<file path="src/rtl/mxv_pkg.sv">
// Shared constants and state encoding for the
// matrix-vector command controller.
package mxv_pkg;

  localparam logic [7:0] HDR = 8'hFE;
  localparam logic [7:0] TRL = 8'hEF;

  localparam logic [7:0] CMD_SIZE  = 8'h01;
  localparam logic [7:0] CMD_VEC   = 8'h02;
  localparam logic [7:0] CMD_MAT   = 8'h03;
  localparam logic [7:0] CMD_START = 8'h04;

  typedef enum logic [2:0] {
    S_IDLE,
    S_LEN,
    S_CMD,
    S_PAYLOAD,
    S_TRAIL,
    S_EXEC,
    S_ERR
  } state_t;

endpackage

</file>
<file path="src/rtl/mxv_cmd_ctrl_if.sv">
// Character input and command/element output bundle
// of the matrix-vector command controller.
interface mxv_cmd_ctrl_if #(
  parameter int DW    = 8,
  parameter int MAX_N = 8,
  parameter int N_CH  = 4
);
  localparam int SW = $clog2(MAX_N + 1);

  logic            rcv;
  logic [7:0]      data;
  logic            push_vector;
  logic [N_CH-1:0] push_matrix;
  logic [DW-1:0]   val;
  logic [N_CH-1:0] ena_proc;
  logic [SW-1:0]   size;
  logic            busy;
  logic            err;

  modport master (
    output rcv, data,
    input  push_vector, push_matrix, val,
    input  ena_proc, size, busy, err
  );

  modport slave (
    input  rcv, data,
    output push_vector, push_matrix, val,
    output ena_proc, size, busy, err
  );
endinterface

</file>
<file path="src/rtl/ascii_byte_asm.sv">
// Assembles pairs of ASCII hex characters into bytes,
// high nibble first; flags any non-hex character.
module ascii_byte_asm (
  input  logic       clk,
  input  logic       rst,
  input  logic       rcv,
  input  logic [7:0] data,
  output logic       byte_vld,
  output logic [7:0] byte_val,
  output logic       bad
);
  logic       hex;
  logic [3:0] nib;
  logic       phase;
  logic [3:0] hi;

  always_comb begin
    hex = 1'b1;
    nib = '0;
    unique case (1'b1)
      (data >= 8'h30 && data <= 8'h39):
        nib = data[3:0];
      (data >= 8'h41 && data <= 8'h46):
        nib = data[3:0] + 4'd9;
      (data >= 8'h61 && data <= 8'h66):
        nib = data[3:0] + 4'd9;
      default:
        hex = 1'b0;
    endcase
  end

  always_ff @(posedge clk or negedge rst) begin
    if (!rst) begin
      phase <= 1'b0;
      hi    <= '0;
    end else if (rcv) begin
      if (hex && !phase) begin
        hi    <= nib;
        phase <= 1'b1;
      end else begin
        phase <= 1'b0;
      end
    end
  end

  assign byte_vld = rcv & hex & phase;
  assign byte_val = {hi, nib};
  assign bad      = rcv & ~hex;

endmodule

</file>
<file path="src/rtl/mxv_cmd_ctrl.sv">
// Frame parser: decodes FE LEN CMD payload EF frames
// into size updates, element pushes and start pulses.
module mxv_cmd_ctrl #(
  parameter int DW    = 8,
  parameter int MAX_N = 8,
  parameter int N_CH  = 4
) (
  input logic          clk,
  input logic          rst,
  mxv_cmd_ctrl_if.slave bus
);
  import mxv_pkg::*;

  localparam int SW = $clog2(MAX_N + 1);

  logic            bv;
  logic            bad;
  logic [7:0]      b;

  state_t          st;
  logic [7:0]      len_q;
  logic [7:0]      cmd_q;
  logic [7:0]      cnt;
  logic [SW-1:0]   size_q;
  logic [SW-1:0]   nsize;
  logic [SW-1:0]   col;
  logic [N_CH-1:0] ch_oh;
  logic [N_CH-1:0] ena_mask;
  logic [N_CH-1:0] push_m;
  logic [N_CH-1:0] ena_q;
  logic            push_v;
  logic            err_q;
  logic [DW-1:0]   val_q;

  logic [15:0]     req_len;
  logic            cmd_ok;
  logic            size_ok;
  logic            last;

  ascii_byte_asm u_asm (
    .clk      (clk),
    .rst      (rst),
    .rcv      (bus.rcv),
    .data     (bus.data),
    .byte_vld (bv),
    .byte_val (b),
    .bad      (bad)
  );

  // LEN must match exactly what the command implies
  always_comb begin
    req_len = '0;
    cmd_ok  = 1'b1;
    case (b)
      CMD_SIZE:  req_len = 16'd2;
      CMD_VEC:   req_len = 16'(size_q) + 16'd1;
      CMD_MAT:   req_len = 16'(size_q) * 16'(size_q)
                         + 16'd1;
      CMD_START: req_len = 16'd1;
      default:   cmd_ok  = 1'b0;
    endcase
    cmd_ok = cmd_ok && (req_len == {8'h00, len_q});
  end

  always_comb begin
    ena_mask = '0;
    for (int c = 0; c < N_CH; c++)
      ena_mask[c] = c < int'(size_q);
  end

  assign size_ok = (b != 8'd0)
                && ({24'd0, b} <= 32'(MAX_N));
  assign last = (cnt + 8'd1) == (len_q - 8'd1);

  always_ff @(posedge clk or negedge rst) begin
    if (!rst) begin
      st     <= S_IDLE;
      len_q  <= '0;
      cmd_q  <= '0;
      cnt    <= '0;
      size_q <= SW'(MAX_N);
      nsize  <= '0;
      col    <= '0;
      ch_oh  <= N_CH'(1);
      push_v <= 1'b0;
      push_m <= '0;
      ena_q  <= '0;
      err_q  <= 1'b0;
      val_q  <= '0;
    end else begin
      push_v <= 1'b0;
      push_m <= '0;
      ena_q  <= '0;
      err_q  <= 1'b0;
      val_q  <= '0;
      case (st)
        S_IDLE: begin
          if (bv && b == HDR)
            st <= S_LEN;
        end
        S_LEN: begin
          if (bad) begin
            st    <= S_ERR;
            err_q <= 1'b1;
          end else if (bv) begin
            len_q <= b;
            st    <= S_CMD;
          end
        end
        S_CMD: begin
          if (bad || (bv && !cmd_ok)) begin
            st    <= S_ERR;
            err_q <= 1'b1;
          end else if (bv) begin
            cmd_q <= b;
            cnt   <= '0;
            col   <= '0;
            ch_oh <= N_CH'(1);
            st    <= (len_q == 8'd1) ? S_TRAIL
                                     : S_PAYLOAD;
          end
        end
        S_PAYLOAD: begin
          if (bad) begin
            st    <= S_ERR;
            err_q <= 1'b1;
          end else if (bv) begin
            cnt <= cnt + 8'd1;
            if (last)
              st <= S_TRAIL;
            case (cmd_q)
              CMD_SIZE: begin
                nsize <= SW'(b);
                if (!size_ok) begin
                  st    <= S_ERR;
                  err_q <= 1'b1;
                end
              end
              CMD_VEC: begin
                push_v <= 1'b1;
                val_q  <= DW'(b);
              end
              CMD_MAT: begin
                push_m <= ch_oh;
                val_q  <= DW'(b);
                // row wrap advances channel: row r -> r mod N_CH
                if (col == size_q - SW'(1)) begin
                  col   <= '0;
                  ch_oh <= (ch_oh << 1)
                         | (ch_oh >> (N_CH - 1));
                end else begin
                  col <= col + SW'(1);
                end
              end
              default: ;
            endcase
          end
        end
        S_TRAIL: begin
          if (bad || (bv && b != TRL)) begin
            st    <= S_ERR;
            err_q <= 1'b1;
          end else if (bv) begin
            st <= S_EXEC;
            if (cmd_q == CMD_SIZE)
              size_q <= nsize;
            if (cmd_q == CMD_START)
              ena_q <= ena_mask;
          end
        end
        S_EXEC: begin
          st <= (bv && b == HDR) ? S_LEN : S_IDLE;
        end
        S_ERR: begin
          if (bv && b == TRL)
            st <= S_IDLE;
        end
        default: st <= S_IDLE;
      endcase
    end
  end

  assign bus.push_vector = push_v;
  assign bus.push_matrix = push_m;
  assign bus.val         = val_q;
  assign bus.ena_proc    = ena_q;
  assign bus.size        = size_q;
  assign bus.busy        = (st != S_IDLE);
  assign bus.err         = err_q;

endmodule

</file>
<file path="src/flat_wrapper.sv">
// flat-port wrapper written by rule: the top's interface ports become plain ports
module mxv_cmd_ctrl_flat import mxv_pkg::*;
#(
  parameter int DW    = 8,
  parameter int MAX_N = 8,
  parameter int N_CH  = 4
)
  (clk, rst, bus_rcv, bus_data, bus_push_vector, bus_push_matrix, bus_val, bus_ena_proc, bus_size, bus_busy, bus_err);
  mxv_cmd_ctrl_if #(.DW(DW), .MAX_N(MAX_N), .N_CH(N_CH)) bus_i ();
  input logic clk;
  input logic rst;
  input wire logic [$bits(bus_i.rcv)-1:0] bus_rcv;
  input wire logic [$bits(bus_i.data)-1:0] bus_data;
  output wire logic [$bits(bus_i.push_vector)-1:0] bus_push_vector;
  output wire logic [$bits(bus_i.push_matrix)-1:0] bus_push_matrix;
  output wire logic [$bits(bus_i.val)-1:0] bus_val;
  output wire logic [$bits(bus_i.ena_proc)-1:0] bus_ena_proc;
  output wire logic [$bits(bus_i.size)-1:0] bus_size;
  output wire logic [$bits(bus_i.busy)-1:0] bus_busy;
  output wire logic [$bits(bus_i.err)-1:0] bus_err;
  assign bus_i.rcv = bus_rcv;
  assign bus_i.data = bus_data;
  assign bus_push_vector = bus_i.push_vector;
  assign bus_push_matrix = bus_i.push_matrix;
  assign bus_val = bus_i.val;
  assign bus_ena_proc = bus_i.ena_proc;
  assign bus_size = bus_i.size;
  assign bus_busy = bus_i.busy;
  assign bus_err = bus_i.err;
  mxv_cmd_ctrl #(.DW(DW), .MAX_N(MAX_N), .N_CH(N_CH)) u_core (.clk(clk), .rst(rst), .bus(bus_i));
endmodule
</file>
<file path="config.mk">
export PLATFORM = sky130hd
export DESIGN_NAME = mxv_cmd_ctrl_flat
export DESIGN_NICKNAME = d
export VERILOG_FILES = /design/src/rtl/mxv_pkg.sv /design/src/rtl/mxv_cmd_ctrl_if.sv /design/src/rtl/ascii_byte_asm.sv /design/src/rtl/mxv_cmd_ctrl.sv /design/src/flat_wrapper.sv
export SDC_FILE = /design/constraint.sdc
export NUM_CORES = 1
export LEC_CHECK = 0
export BUFFER_PORTS_ARGS = -buffer_cell sky130_fd_sc_hd__buf_2
export CAP_MARGIN = 20
export CORE_ASPECT_RATIO = 0.8
export CORE_MARGIN = 2
export CORE_UTILIZATION = 30
export DETAILED_ROUTE_END_ITERATION = 8
export PLACE_DENSITY_LB_ADDON = 0.08
export SLEW_MARGIN = 25
export SYNTH_ARGS = -nofsm -noshare
export SYNTH_HDL_FRONTEND = slang
export SYNTH_HIERARCHICAL = 1
export SYNTH_SLANG_ARGS = --single-unit
</file>
<file path="constraint.sdc">
create_clock -name clk -period 3.9 [get_ports clk]
set_input_delay 0.195 -clock clk [delete_from_list [all_inputs] [get_ports clk]]
set_output_delay 0.195 -clock clk [all_outputs]
set_load 0.03 [all_outputs]
</file>
==> Word level (Yosys, flattened, before mapping) <==
Index checks and enable logic that the tools add are counted.
{ "totals": {"reg_bits": 66, "input_bits": 11, "output_inout_bits": 23, "wordCells": 170} }
{ "classes": {"add_sub_neg": 7, "n_mul": 1, "n_lt_le_gt_ge": 11, "eq_ne": 33, "muxes": 64, "n_bitwise": 8, "reduce_logical": 31} }
{ "ops": {"columns": ["op", "n"], "rows": [
  ["$mux 4", 20],
  ["$mux 8", 8],
  ["$pmux 16 s4", 1],
  ["$mux 3", 14],
  ["$eq 8x2->1 const B", 4],
  ["$eq 8x1->1 const B", 3],
  ["$pmux 4 s2", 3],
  ["$pmux 3 s7", 1],
  ["$eq 16x8->1", 1],
  ["$eq 8x3->1 const B", 2],
  ["$eq 8x8->1 const B", 2],
  ["$ge 8x7->1 const B", 2],
  ["$le 8x7->1 const B", 2],
  ["$pmux 8 s2", 1],
  ["$mux 1", 15],
  ["$ne 2x1->1 const B", 6],
  ["$ne 3x1->1 const B", 4],
  ["$reduce_and 6->1", 2],
  ["$logic_and 1x1->1", 10],
  ["$add 8x1->9 const B", 1],
  ["$eq 3x3->1 const B", 3],
  ["$add 8x1->8 const B", 1],
  ["$eq 8x8->1", 1],
  ["$ge 8x6->1 const B", 1],
  ["other kinds (33)", 47]
]} }

==> Longest topological paths before layout <==
Gate-level depths: netlist of the first run.
{ "logic_depth": {"word_depth": 13, "depth_mapped": 15, "mapped_depth_nobuf": 14} }

==> Modules after synthesis <==
The synthesis of the first run kept the hierarchy.
{ "by_module_without_submodules": {"columns": ["mod", "n_inst", "cells_per_inst", "area_each_um2", "seq_area_each_um2"], "rows": [
  ["mxv_cmd_ctrl", 1, 381, 3689.8, 1529.0],
  ["ascii_byte_asm", 1, 47, 436.7, 125.1]
]} }

==> Least setup slack after synthesis of the first run <==
OpenSTA, ideal clock, no wires.
{ "synth_timing": {"path_type": "reg2reg", "startpoint": "register u_core.size_q[2], in the netlist u_core/bus.size[2]", "endpoint": "register u_core.ch_oh[1]", "setup_ns": 0.121, "arrival_ns": 3.358, "t_required_ns": 3.779, "setup_slack_ns": 0.421, "stages_incl_launch_ff": 13, "n_path_buf": 1, "period_less_slack_ns": 3.479, "cell_sequence": "dfrtp_1 > buf_2 > nor2b_1 > and2_1 > fa_1 > xnor2_1 > or3_2 > or4b_1 > o21ai_1 > nor4b_2 > nand4b_4 > a211o_1 > a22o_1"} }
{ "synth_via": {"elab_chain_cells": 10, "elab_cells_between_ends": 14, "classes_between": "add/sub: 3; mul: 1; eq/ne: 4; mux: 1; reduce/logical: 5"} }
{ "synth_lines": {"columns": ["element", "line", "rtl"], "rows": [
  ["start: declaration", "mxv_cmd_ctrl.sv:24", "logic [SW-1:0] size_q;"],
  ["start signal: assignment", "mxv_cmd_ctrl.sv:81", "size_q <= SW'(MAX_N);"],
  ["start signal: assignment", "mxv_cmd_ctrl.sv:166", "size_q <= nsize;"],
  ["$mul 4x4->8", "mxv_cmd_ctrl.sv:57", "CMD_MAT: req_len = 16'(size_q) * 16'(size_q)"],
  ["$add 8x1->9", "mxv_cmd_ctrl.sv:58", "+ 16'd1;"],
  ["$pmux 16 s4", "mxv_cmd_ctrl.sv:54", "case (b)"],
  ["$eq 16x8->1", "mxv_cmd_ctrl.sv:62", "cmd_ok = cmd_ok && (req_len == {8'h00, len_q});"],
  ["$logic_and 1x1->1", "mxv_cmd_ctrl.sv:62", null],
  ["$logic_not 1->1", "mxv_cmd_ctrl.sv:111", "if (bad || (bv && !cmd_ok)) begin"],
  ["$logic_and 1x1->1", "mxv_cmd_ctrl.sv:111", null],
  ["$logic_or 1x1->1", "mxv_cmd_ctrl.sv:111", null],
  ["$ne 2x2->1 (no line)", null, null],
  ["$reduce_and 7->1 (no line) *", null, null],
  ["end signal: assignment", "mxv_cmd_ctrl.sv:149", "ch_oh <= (ch_oh << 1)"],
  ["end: declaration", "mxv_cmd_ctrl.sv:27", "logic [N_CH-1:0] ch_oh;"]
]} }
Mark *: on every way between the ends. The rest lies on a longest branch, timed or not.
A chain may end at the register's enable or synchronous reset.

==> Worst setup path after layout of the first run <==
{ "layout_timing": {"startpoint": "register u_core.size_q[0], in the netlist u_core/bus.size[0]", "endpoint": "register u_core.ch_oh[3]"} }
The elaborated chain is that of the path after synthesis.

==> run_results.csv, run 1 <==
group,metric,value,unit
detailed_routing,wl,10900,um
min_path,holdPathEnd,"u_core/u_asm/phase",
power_and_ir_drop,power.internal,1.27,mW
cells_and_area,synthToLayoutAreaGrowth,17.5,%
clock_tree,htree_levels,3,
setup_path,ff2ff_setup_slack,310,ps
floorplan,initial_core_util,30.6,%
cells_and_area,final_nets,499,
cells_and_area,finish.instance_area,4850,um2
logic_synthesis,synth-edff-count,0,
min_path,holdPathStages,2,
detailed_routing,final_antenna_net_count,0,
logic_synthesis,yosys_warnings,6,
logic_synthesis,synthArstFlopShare,100,%
logic_synthesis,synth_seq_area_share,40.1,%
grt,overflow,0,
detailed_routing,drtIter0Drc,192,
power_and_ir_drop,clkPwrFrac,40.4,%
floorplan,ios,34,
clock_tree,worstSkewPairLatency,340,ps
detailed_routing,vias,3245,
setup_path,reg2regPathDepth,10,
power_and_ir_drop,power_switching,0.552,mW
detailed_routing,wl_per_cell,16.6,um
logic_synthesis,synth_common_cells,"dfrtp_1 (64), nor2_1 (35), nand2_1 (29)",
power_and_ir_drop,comb_power_share,17.5,%
detailed_routing,drcViolationCount,0,
power_and_ir_drop,sw_frac_of_total,30.2,%
sta,timing.final.crit_share,92.1,%
clock_tree,cts_setup_buffers,0,
sta,fmax,278,MHz
detailed_routing,first_pass_iters,4,
logic_synthesis,yosysMostFrequentCell,"dfrtp_1",
min_path,hold_class,"in2reg",
placed_design,dpl-instance-area,4560,um2
grt,grt_pass1_vias,3225,
placed_design,dp_hpwl,8100,um
setup_path,reg2reg_to,"u_core/ch_oh[3]",
power_and_ir_drop,leakage,2.24,nW
cells_and_area,n_antenna_cell,0,
setup_path,crit_start,"u_core/bus.size[0]",
sta,relSlewSlack,61.8,%
setup_path,crit_fanout,11,
sta,rsz0062_at_grt,"no",
clock_tree,path_clk_slew,60,ps
setup_path,critPathRequiredTime,4120,ps
power_and_ir_drop,p_total,1.83,mW
logic_synthesis,ys.flop_type,"dfrtp_1",
sta,hold_viol,0,
logic_synthesis,syn_inst,428,
logic_synthesis,synth_nets,455,
grt,grt_pass1_wl,17800,um
run_status,status,"finished clean",
clock_tree,clock-sinks,66,
cells_and_area,n_fill_cell,1410,
logic_synthesis,synth_area_leaders,"dfrtp_1 (39%), xnor2_1 (5.9%), ha_1 (4.5%)",
job,max-cap-violations,0,
clock_tree,clock-root-buffer,"clkbuf_16",
power_and_ir_drop,max-vdd-ir-drop,0.201,mV
setup_path,r2r_start,"u_core/bus.size[0]",
floorplan,chipWidth,135,um
logic_synthesis,syn_avg_cell_area,9.64,um2
grt,grt_antenna_before_repair,0,
sta,setup_viol,0,
sta,hold_slack,65.4,ps
setup_path,crit_path_end_kind,"register",
setup_path,critical_path_arrival,3820,ps
sta,report.final.slew_viol_count,0,
placed_design,gp_congestion,0.812,
detailed_routing,via_per_inst,4.94,
floorplan,dieHeight,109,um
power_and_ir_drop,powerDensity,377,nW/um2
floorplan,core,13500,um2
sta,min_period,3590,ps
floorplan,die-area,14700,um2
logic_synthesis,synthesis.area,4130,um2
clock_tree,cts_tree,"yes",
sta,fin_skew,7.17,ps
sta,tns,0,ps
clock_tree,cts_buffer_depth,2,
cells_and_area,final_layout_size_suffix_gt1_share,21.0,%
min_path,hp-start,"bus_rcv",
power_and_ir_drop,seqPwrFrac,42.1,%
logic_synthesis,synth_top_area_cell,"dfrtp_1",
setup_path,critPathKind,"reg2reg",
logic_synthesis,synth_seq_cells,66,
clock_tree,cts_buffers,9,
logic_synthesis,synth.distinct_cells,69,
setup_path,startpoint_type,"register",
sta,worstMarginPinSlew,567,ps
grt,grt_use_total,16.2,%
placed_design,port_buffers,33,
grt,grt_max_degree,41,
logic_synthesis,synth.top_cell.area_share,38.8,%
floorplan,num_rows,38,
-- routing by layer --
| metal | track usage, % | up-vias | wire length (um) |
|---|---|---|---|
| li1 | - | 1618 | - |
| met1 | 24.1 | 1543 | 5780 |
| met2 | 23.1 | 72 | 4590 |
| met3 | 3.81 | 12 | 396 |
| met4 | 4.99 | 0 | 149 |
| met5 | 0 | - | 0 |
-- registers in the layout (all words and copies together), names as in the netlist --
name	cells
u_core/bus.err	1
u_core/bus.val	8
u_core/bus.push_vector	1
u_core/u_asm/hi	4
u_core/u_asm/phase	1
u_core/bus.push_matrix	4
u_core/cnt	8
u_core/bus.ena_proc	4
u_core/cmd_q	8
u_core/col	4
u_core/bus.size	4
u_core/nsize	4
u_core/len_q	8
u_core/ch_oh	4
u_core/st	3
-- placed cells by master, fill, tap and decap left out, types with 5 or more instances in the layout --
cell / n
clkbuf_16: 9
nor2_1: 35
xor2_1: 8
nand2_1: 29
and2_1: 6
a21oi_1: 18
ha_1: 15
mux2_2: 15
buf_4: 17
nor3_1: 10
nor3b_1: 9
nor2b_1: 13
o21ai_0: 17
buf_2: 32
mux2i_1: 5
dfrtp_1: 64
xnor2_1: 28
and3_1: 11
inv_1: 20
nand4_1: 5
a22o_1: 5
or3_1: 5
nand3_1: 12
-- worst max path at each step --
stage / to / slack [ps] / cells past startpoint
detailed placement: u_core/ch_oh[3] / 70 / 14
floorplan: u_core/ch_oh[1] / 420 / 12
finish: u_core/ch_oh[3] / 310 / 10
global placement: u_core/ch_oh[1] / 160 / 14
global route: u_core/ch_oh[2] / 40 / 10
CTS: u_core/ch_oh[3] / 250 / 10
-- critical path: stages, from the launching register on --
cell and delay, ps:
dfrtp_1 530, and3_1 280, fa_1 470, xnor2_1 240, or3_2 180, or4b_1 430, o21ai_1 120, nor4b_4 330
nand4b_4 250, a211o_1 400, a22o_1 240
-- stage by stage --
step	setup WS [ps]	instances	utilization [%]
final	306	657	35.9
after global routing	42.9	657	35.9
after CTS	250	656	35.8
after detailed placement	71.9	640	33.8
after global placement	165	640	33.8
after floorplan	421	428	-
-- power by group through the flow --
stage / Sequential (mW) / Combinational, mW / Clock, mW
after floorplan: 0.765 / 0.225 / 0
after global placement: 0.782 / 0.317 / 0
after detailed placement: 0.781 / 0.320 / 0
after CTS: 0.768 / 0.321 / 0.760
after global routing: 0.778 / 0.358 / 0.801
final: 0.769 / 0.320 / 0.738
-- cell type report --
class	instances	area, um2	share of cell area (%)
Multi-Input combinational cell	325	2330	48.1
Inverter	20	75.1	1.55
Clock buffer	11	233	4.80
Tap cell	180	225	4.64
Timing Repair Buffer	50	298	6.14
Clock inverter	5	31.3	0.645
Sequential cell	66	1650	34.1
-- timing repair --
action	in CTS	in global routing
endpoints found under the hold margin	0	37
resized for setup	0	1
setup endpoints to repair	0	4
hold buffers	0	1
-- logic make-up after synthesis --
logic type	count (synthesis)	share of synthesized area (%)
fa+ha+maj	16	5.03
mux	20	5.31
simple gates	164	22.6
buf+inv	37	3.58
compound gates	89	15.7
flops	66	40.1
xor+xnor	36	7.64
Power figures use the tool's default switching activity.
==> inputs of run 2 (changes only) <==
--- a/config.mk
+++ b/config.mk
@@ -9,7 +9,7 @@
 export CAP_MARGIN = 20
 export CORE_ASPECT_RATIO = 0.8
 export CORE_MARGIN = 2
-export CORE_UTILIZATION = 30
+export CORE_UTILIZATION = 55
 export DETAILED_ROUTE_END_ITERATION = 8
 export PLACE_DENSITY_LB_ADDON = 0.08
 export SLEW_MARGIN = 25
==> run 2 against run 1 <==
Worst hold slack worse by 9.7 ps; sequential share of layout area is 1.6 points higher; via count is 2.7% higher; clock power is 19% lower; setup slack better by 33 ps; fmax is 0.92% higher; final cell count is 14% lower; clock skew is 4.8 ps higher; design area is 4.5% lower; register-to-register slack better by 30 ps; global-route usage is 8.9 points higher; first-iteration DRC count is 13% higher; critical endpoint is now u_core/cnt[7].
==> run_results.csv, run 2 (synthesis results as in run 1) <==
group,metric,value,unit
run_status,status,"finished clean",
power_and_ir_drop,max-vdd-ir-drop,0.246,mV
min_path,holdPathEnd,"u_core/u_asm/phase",
clock_tree,worstSkewPairLatency,350,ps
grt,top_usage_layer,"met2",
sta,min_period,3560,ps
cells_and_area,finish.instance_area,4630,um2
min_path,hold_class,"in2reg",
clock_tree,cts_tree,"yes",
setup_path,crit_path_end_kind,"register",
sta,fin_skew,11.9,ps
power_and_ir_drop,leakage,2.18,nW
cells_and_area,final_layout_size_suffix_gt1_share,20.7,%
job,max-cap-violations,0,
setup_path,r2r_start,"u_core/bus.size[2]",
grt,overflow,0,
power_and_ir_drop,power.internal,1.14,mW
power_and_ir_drop,sw_frac_of_total,31.7,%
placed_design,dp_hpwl,6990,um
cells_and_area,synthToLayoutAreaGrowth,12.3,%
clock_tree,cts_buffers,9,
cells_and_area,final_common_cell,"dfrtp_1",
floorplan,dieHeight,81.5,um
floorplan,chipWidth,101,um
detailed_routing,final_antenna_net_count,0,
power_and_ir_drop,seqPwrFrac,47.2,%
floorplan,die-area,8220,um2
detailed_routing,wl_per_cell,16.9,um
setup_path,crit_fanout,9,
sta,setup_slack,339,ps
grt,grt_antenna_before_repair,0,
sta,worstMarginPinSlew,743,ps
sta,tns,0,ps
clock_tree,path_clk_slew,80,ps
sta,report.final.slew_viol_count,0,
setup_path,reg2reg_to,"u_core/cnt[7]",
placed_design,gp_congestion,0.918,
detailed_routing,vias,3333,
sta,rsz0062_at_grt,"no",
detailed_routing,drcViolationCount,0,
power_and_ir_drop,powerDensity,359,nW/um2
cells_and_area,multi_input_area,2320,um2
cells_and_area,n_antenna_cell,0,
sta,relSlewSlack,50.5,%
floorplan,initial_core_util,56.4,%
floorplan,num_rows,28,
cells_and_area,n_fill_cell,618,
power_and_ir_drop,p_total,1.66,mW
grt,grt_pass1_vias,3113,
detailed_routing,first_pass_iters,4,
placed_design,port_buffers,33,
min_path,hp-start,"bus_rcv",
grt,grt_pass1_wl,15800,um
setup_path,critPathMaxStageDelay,500,ps
floorplan,ios,34,
setup_path,path_cells,"nor2b_1, and2_1, fa_1, xnor2_1, or3_2, or4b_1, o21ai_1, nor4b_2, nand4b_4, a21o_2, a211o_1",
detailed_routing,wl,9540,um
clock_tree,clock-sinks,66,
sta,hold_viol,0,
setup_path,critPathRequiredTime,4120,ps
grt,gr-usage-met3,4.68,%
power_and_ir_drop,power_switching,0.528,mW
setup_path,ff2ff_setup_slack,340,ps
setup_path,critical_path_arrival,3780,ps
floorplan,core,7320,um2
clock_tree,cts_buffer_depth,2,
grt,grt_use_total,25.1,%
grt,grtUsageMet2,37.9,%
setup_path,cpLargestDelayFamily,"simple AND/OR/NAND/NOR gates",
grt,grt_max_degree,37,
sta,timing.final.crit_share,91.3,%
sta,setup_viol,0,
power_and_ir_drop,clkPwrFrac,35.8,%
min_path,holdPathStages,2,
setup_path,critPathKind,"reg2reg",
clock_tree,clock-root-buffer,"clkbuf_8",
placed_design,dpl-instance-area,4420,um2
setup_path,startpoint_type,"register",
clock_tree,htree_levels,3,
setup_path,worst_path_max_delay_cell,"dfrtp_1",
sta,fmax,281,MHz
cells_and_area,final_nets,495,
grt,grt_use_met1,37.0,%
detailed_routing,via_per_inst,5.92,
setup_path,reg2regPathDepth,11,
detailed_routing,drtIter0Drc,216,
cells_and_area,final_cell_mix,"dfrtp_1 (64), nor2_1 (35), buf_2 (33)",
placed_design,place_ws,167,ps
cells_and_area,ff_latch_area,1650,um2
setup_path,path_buf_inv,0,
power_and_ir_drop,comb_power_share,16.9,%
==> run 2: changes by cell type in the layout (fill, tap and decap cells not counted), moves of 2 or more <==
cell,before,now
clkinv_2,3,1
buf_4,17,12
clkbuf_8,0,9
clkbuf_16,9,0
inv_6,0,2
clkbuf_1,2,0
==> run 2: stage by stage <==
stage | util (%) | hold WS, ps | std cells
finish | 63.3 | 55.8 | 563
global route | 63.3 | 67.5 | 563
CTS | 63.3 | 40.9 | 563
detailed placement | 60.4 | 307 | 546
global placement | 60.4 | 295 | 546
floorplan | - | -101 | 428
==> run 2: final cells by class <==
| class | instances | share of cell area, % |
|---|---|---|
| multi-input cells | 325 | 50.2 |
| well taps | 90 | 2.43 |
| inverters | 20 | 1.62 |
| repair buffers | 46 | 5.73 |
| clock inverters | 7 | 1.67 |
| flip-flops and latches | 66 | 35.7 |
| clock buffers | 9 | 2.67 |
==> run 2: how the worst max path moves through the flow <==
| stage | from | to | depth (start not counted) |
|---|---|---|---|
| finish | u_core/bus.size[2] | u_core/cnt[7] | 11 |
| global route | u_core/bus.size[2] | u_core/ch_oh[3] | 11 |
| CTS | u_core/bus.size[2] | u_core/cnt[7] | 11 |
| detailed placement | bus_data[0] | u_core/ch_oh[3] | 14 |
| global placement | bus_data[3] | u_core/ch_oh[1] | 13 |
| floorplan | u_core/bus.size[2] | u_core/ch_oh[1] | 12 |
==> run 2: metal layers <==
layer  vias to the layer above  part of all wire (%)
li1                       1617                     -
met1                      1607                    50
met2                        99                    45
met3                        10                   4.7
met4                         0                   1.2
met5                         -                     0
==> run 2: worst register-to-register path, delay by kind of cell (launching register included) <==
kind	cells	cell delay, ps
AO/OA/AOI/OAI	3	710
XOR/XNOR	1	210
adder cells (fa/ha/maj)	1	440
flip-flops	1	500
AND/OR/NAND/NOR	6	1570
==> run 2: repair_timing <==
action	in CTS	in global routing
endpoints found under the setup margin	0	0
hold buffers	1	0
resized for setup	0	0
setup buffers	0	0
endpoints found under the hold margin	34	0
==> run 2: power groups by stage <==
| stage | sequential (mW) | clock (mW) | combinational [mW] |
|---|---|---|---|
| after floorplan | 0.765 | 0 | 0.225 |
| after global placement | 0.797 | 0 | 0.278 |
| after detailed placement | 0.797 | 0 | 0.279 |
| after CTS | 0.783 | 0.608 | 0.281 |
| after global routing | 0.792 | 0.638 | 0.317 |
| final | 0.786 | 0.596 | 0.281 |
==> inputs of run 3 (changes only) <==
==> constraint.sdc (replaced) <==
create_clock -name clk -period 3.65 [get_ports clk]
set_input_delay 0.1825 -clock clk [delete_from_list [all_inputs] [get_ports clk]]
set_output_delay 0.1825 -clock clk [all_outputs]
set_load 0.03 [all_outputs]
==> run 3 against run 2 <==
Final cell count is 1.4% higher; utilization is 1.5 points higher; count of clock-buffer cells in the layout is 1 higher; sequential share of layout area is 0.79 points lower; first-iteration DRC count is 31% higher; worst hold slack worse by 6.6 ps; setup slack worse by 130 ps; combinational power is 5% higher; largest power group unchanged; clock skew is 2.4 ps lower; routed wire length is 0.55% higher; clock power is 26% higher.
==> run_results.csv, run 3 (synthesis results as in run 1) <==
group,metric,value,unit
placed_design,dp_hpwl,7110,um
clock_tree,clock-sinks,66,
floorplan,dieHeight,81.5,um
floorplan,core,7320,um2
clock_tree,cts_buffer_depth,2,
run_status,status,"finished clean",
setup_path,critical_path_arrival,3680,ps
setup_path,startpoint_type,"register",
placed_design,gp_congestion,0.914,
cells_and_area,final_cell_mix,"dfrtp_1 (62), nor2_1 (35), buf_2 (33)",
floorplan,chipWidth,101,um
power_and_ir_drop,powerDensity,398,nW/um2
detailed_routing,final_antenna_net_count,0,
grt,grt_antenna_before_repair,0,
clock_tree,path_clk_slew,80,ps
floorplan,ios,34,
cells_and_area,final_common_cell,"dfrtp_1",
cells_and_area,synthToLayoutAreaGrowth,15.0,%
detailed_routing,wl_per_cell,16.8,um
sta,fin_skew,9.56,ps
cells_and_area,final_nets,503,
sta,relSlewSlack,41.8,%
sta,setup_viol,0,
setup_path,crit_path_end_kind,"register",
sta,rsz0062_at_grt,"no",
cells_and_area,final_layout_size_suffix_gt1_share,22.5,%
sta,timing.final.crit_share,94.4,%
clock_tree,cts_buffers,9,
detailed_routing,first_pass_iters,5,
setup_path,critPathKind,"reg2reg",
floorplan,die-area,8220,um2
clock_tree,clock-root-buffer,"clkbuf_8",
detailed_routing,vias,3373,
cells_and_area,n_antenna_cell,0,
sta,fmax,290,MHz
grt,grt_pass1_wl,16100,um
detailed_routing,wl,9590,um
grt,grt_max_degree,40,
setup_path,critPathRequiredTime,3880,ps
grt,overflow,0,
cells_and_area,finish.instance_area,4740,um2
sta,worstMarginPinSlew,870,ps
clock_tree,worstSkewPairLatency,350,ps
clock_tree,htree_levels,3,
grt,grt_pass1_vias,3268,
clock_tree,cts_setup_buffers,0,
job,max-cap-violations,0,
detailed_routing,via_per_inst,5.91,
sta,hold_viol,0,
clock_tree,cts_tree,"yes",
placed_design,dpl-instance-area,4480,um2
setup_path,crit_fanout,8,
power_and_ir_drop,leakage,2.25,nW
grt,grt_use_total,25.4,%
placed_design,port_buffers,33,
detailed_routing,drcViolationCount,0,
sta,report.final.slew_viol_count,0,
floorplan,initial_core_util,56.4,%
detailed_routing,drtIter0Drc,283,
sta,tns,0,ps
floorplan,num_rows,28,
min_path,hold_class,"in2reg",
power_and_ir_drop,max-vdd-ir-drop,0.504,mV
sta,min_period,3450,ps
cells_and_area,postLayoutCoreUtil,64.8,%
==> run 3: changes by cell type in the layout (fill, tap and decap cells not counted), sizes merged <==
cell    delta
buf        +8
bufinv     +2
inv        -2
clkbuf     +1
clkinv     -1
==> run 3: power by group <==
part	switching, mW	internal [mW]
clock	0.292	0.456
combinational	0.165	0.130
sequential	0.0841	0.762
total	0.541	1.35
==> run 3: worst paths after layout <==
check	startpoint	to	slack, ps	cells past startpoint
worst max-delay path	u_core/bus.size[2]	u_core/ch_oh[1]	200	12
worst max register to register	u_core/bus.size[2]	u_core/ch_oh[1]	200	12
worst min register to register	u_core/nsize[1]	u_core/bus.size[1]	500	2
min in group asynchronous	rst	u_core/bus.ena_proc[1]	450	2
max in group asynchronous	rst	u_core/len_q[2]	2320	3
worst min-delay path	bus_rcv	u_core/u_asm/phase	50	2
==> run 3: metal layers <==
metal  global-route usage, %  up-vias  part of all wire [%]
li1                        -     1626                     -
met1                    35.8     1618                    48
met3                    4.94       14                   5.5
met5                       0        -                     0
met2                    40.4      115                    45
met4                    6.58        0                   1.1
==> run 3: cell type report <==
type                    instances  area [um2]
inverters                      20        75.1
flip-flops and latches         66        1660
well taps                      90         113
clock inverters                 6         115
multi-input cells             325        2330
fillers                       613        2580
clock buffers                  10         128
repair buffers                 54         325
==> run 3: critical path, stage by stage (launching register included) <==
cell and delay, ps:
dfrtp_2 460, nor2b_1 160, and2_1 190, fa_1 450, xnor2_2 190, or3_2 150, or4b_1 420, o21ai_1 80
nor4b_2 210, buf_4 170, nand4b_4 190, a211o_1 400, a22o_1 260
==> run 3: repair_timing <==
item	CTS	global route
endpoints found under the hold margin	36	0
hold buffers	1	0
endpoints found under the setup margin	0	7
resized for setup	0	3
==> run 3: through the flow <==
stage	worst slack (ps)	total power [mW]	instances	hold WS, ps
global route	5.06	1.98	571	58.4
detailed placement	-13.2	1.15	554	325
CTS	130	1.90	571	38.1
global placement	67.0	1.15	554	311
finish	204	1.89	571	49.2
floorplan	171	1.06	428	-113
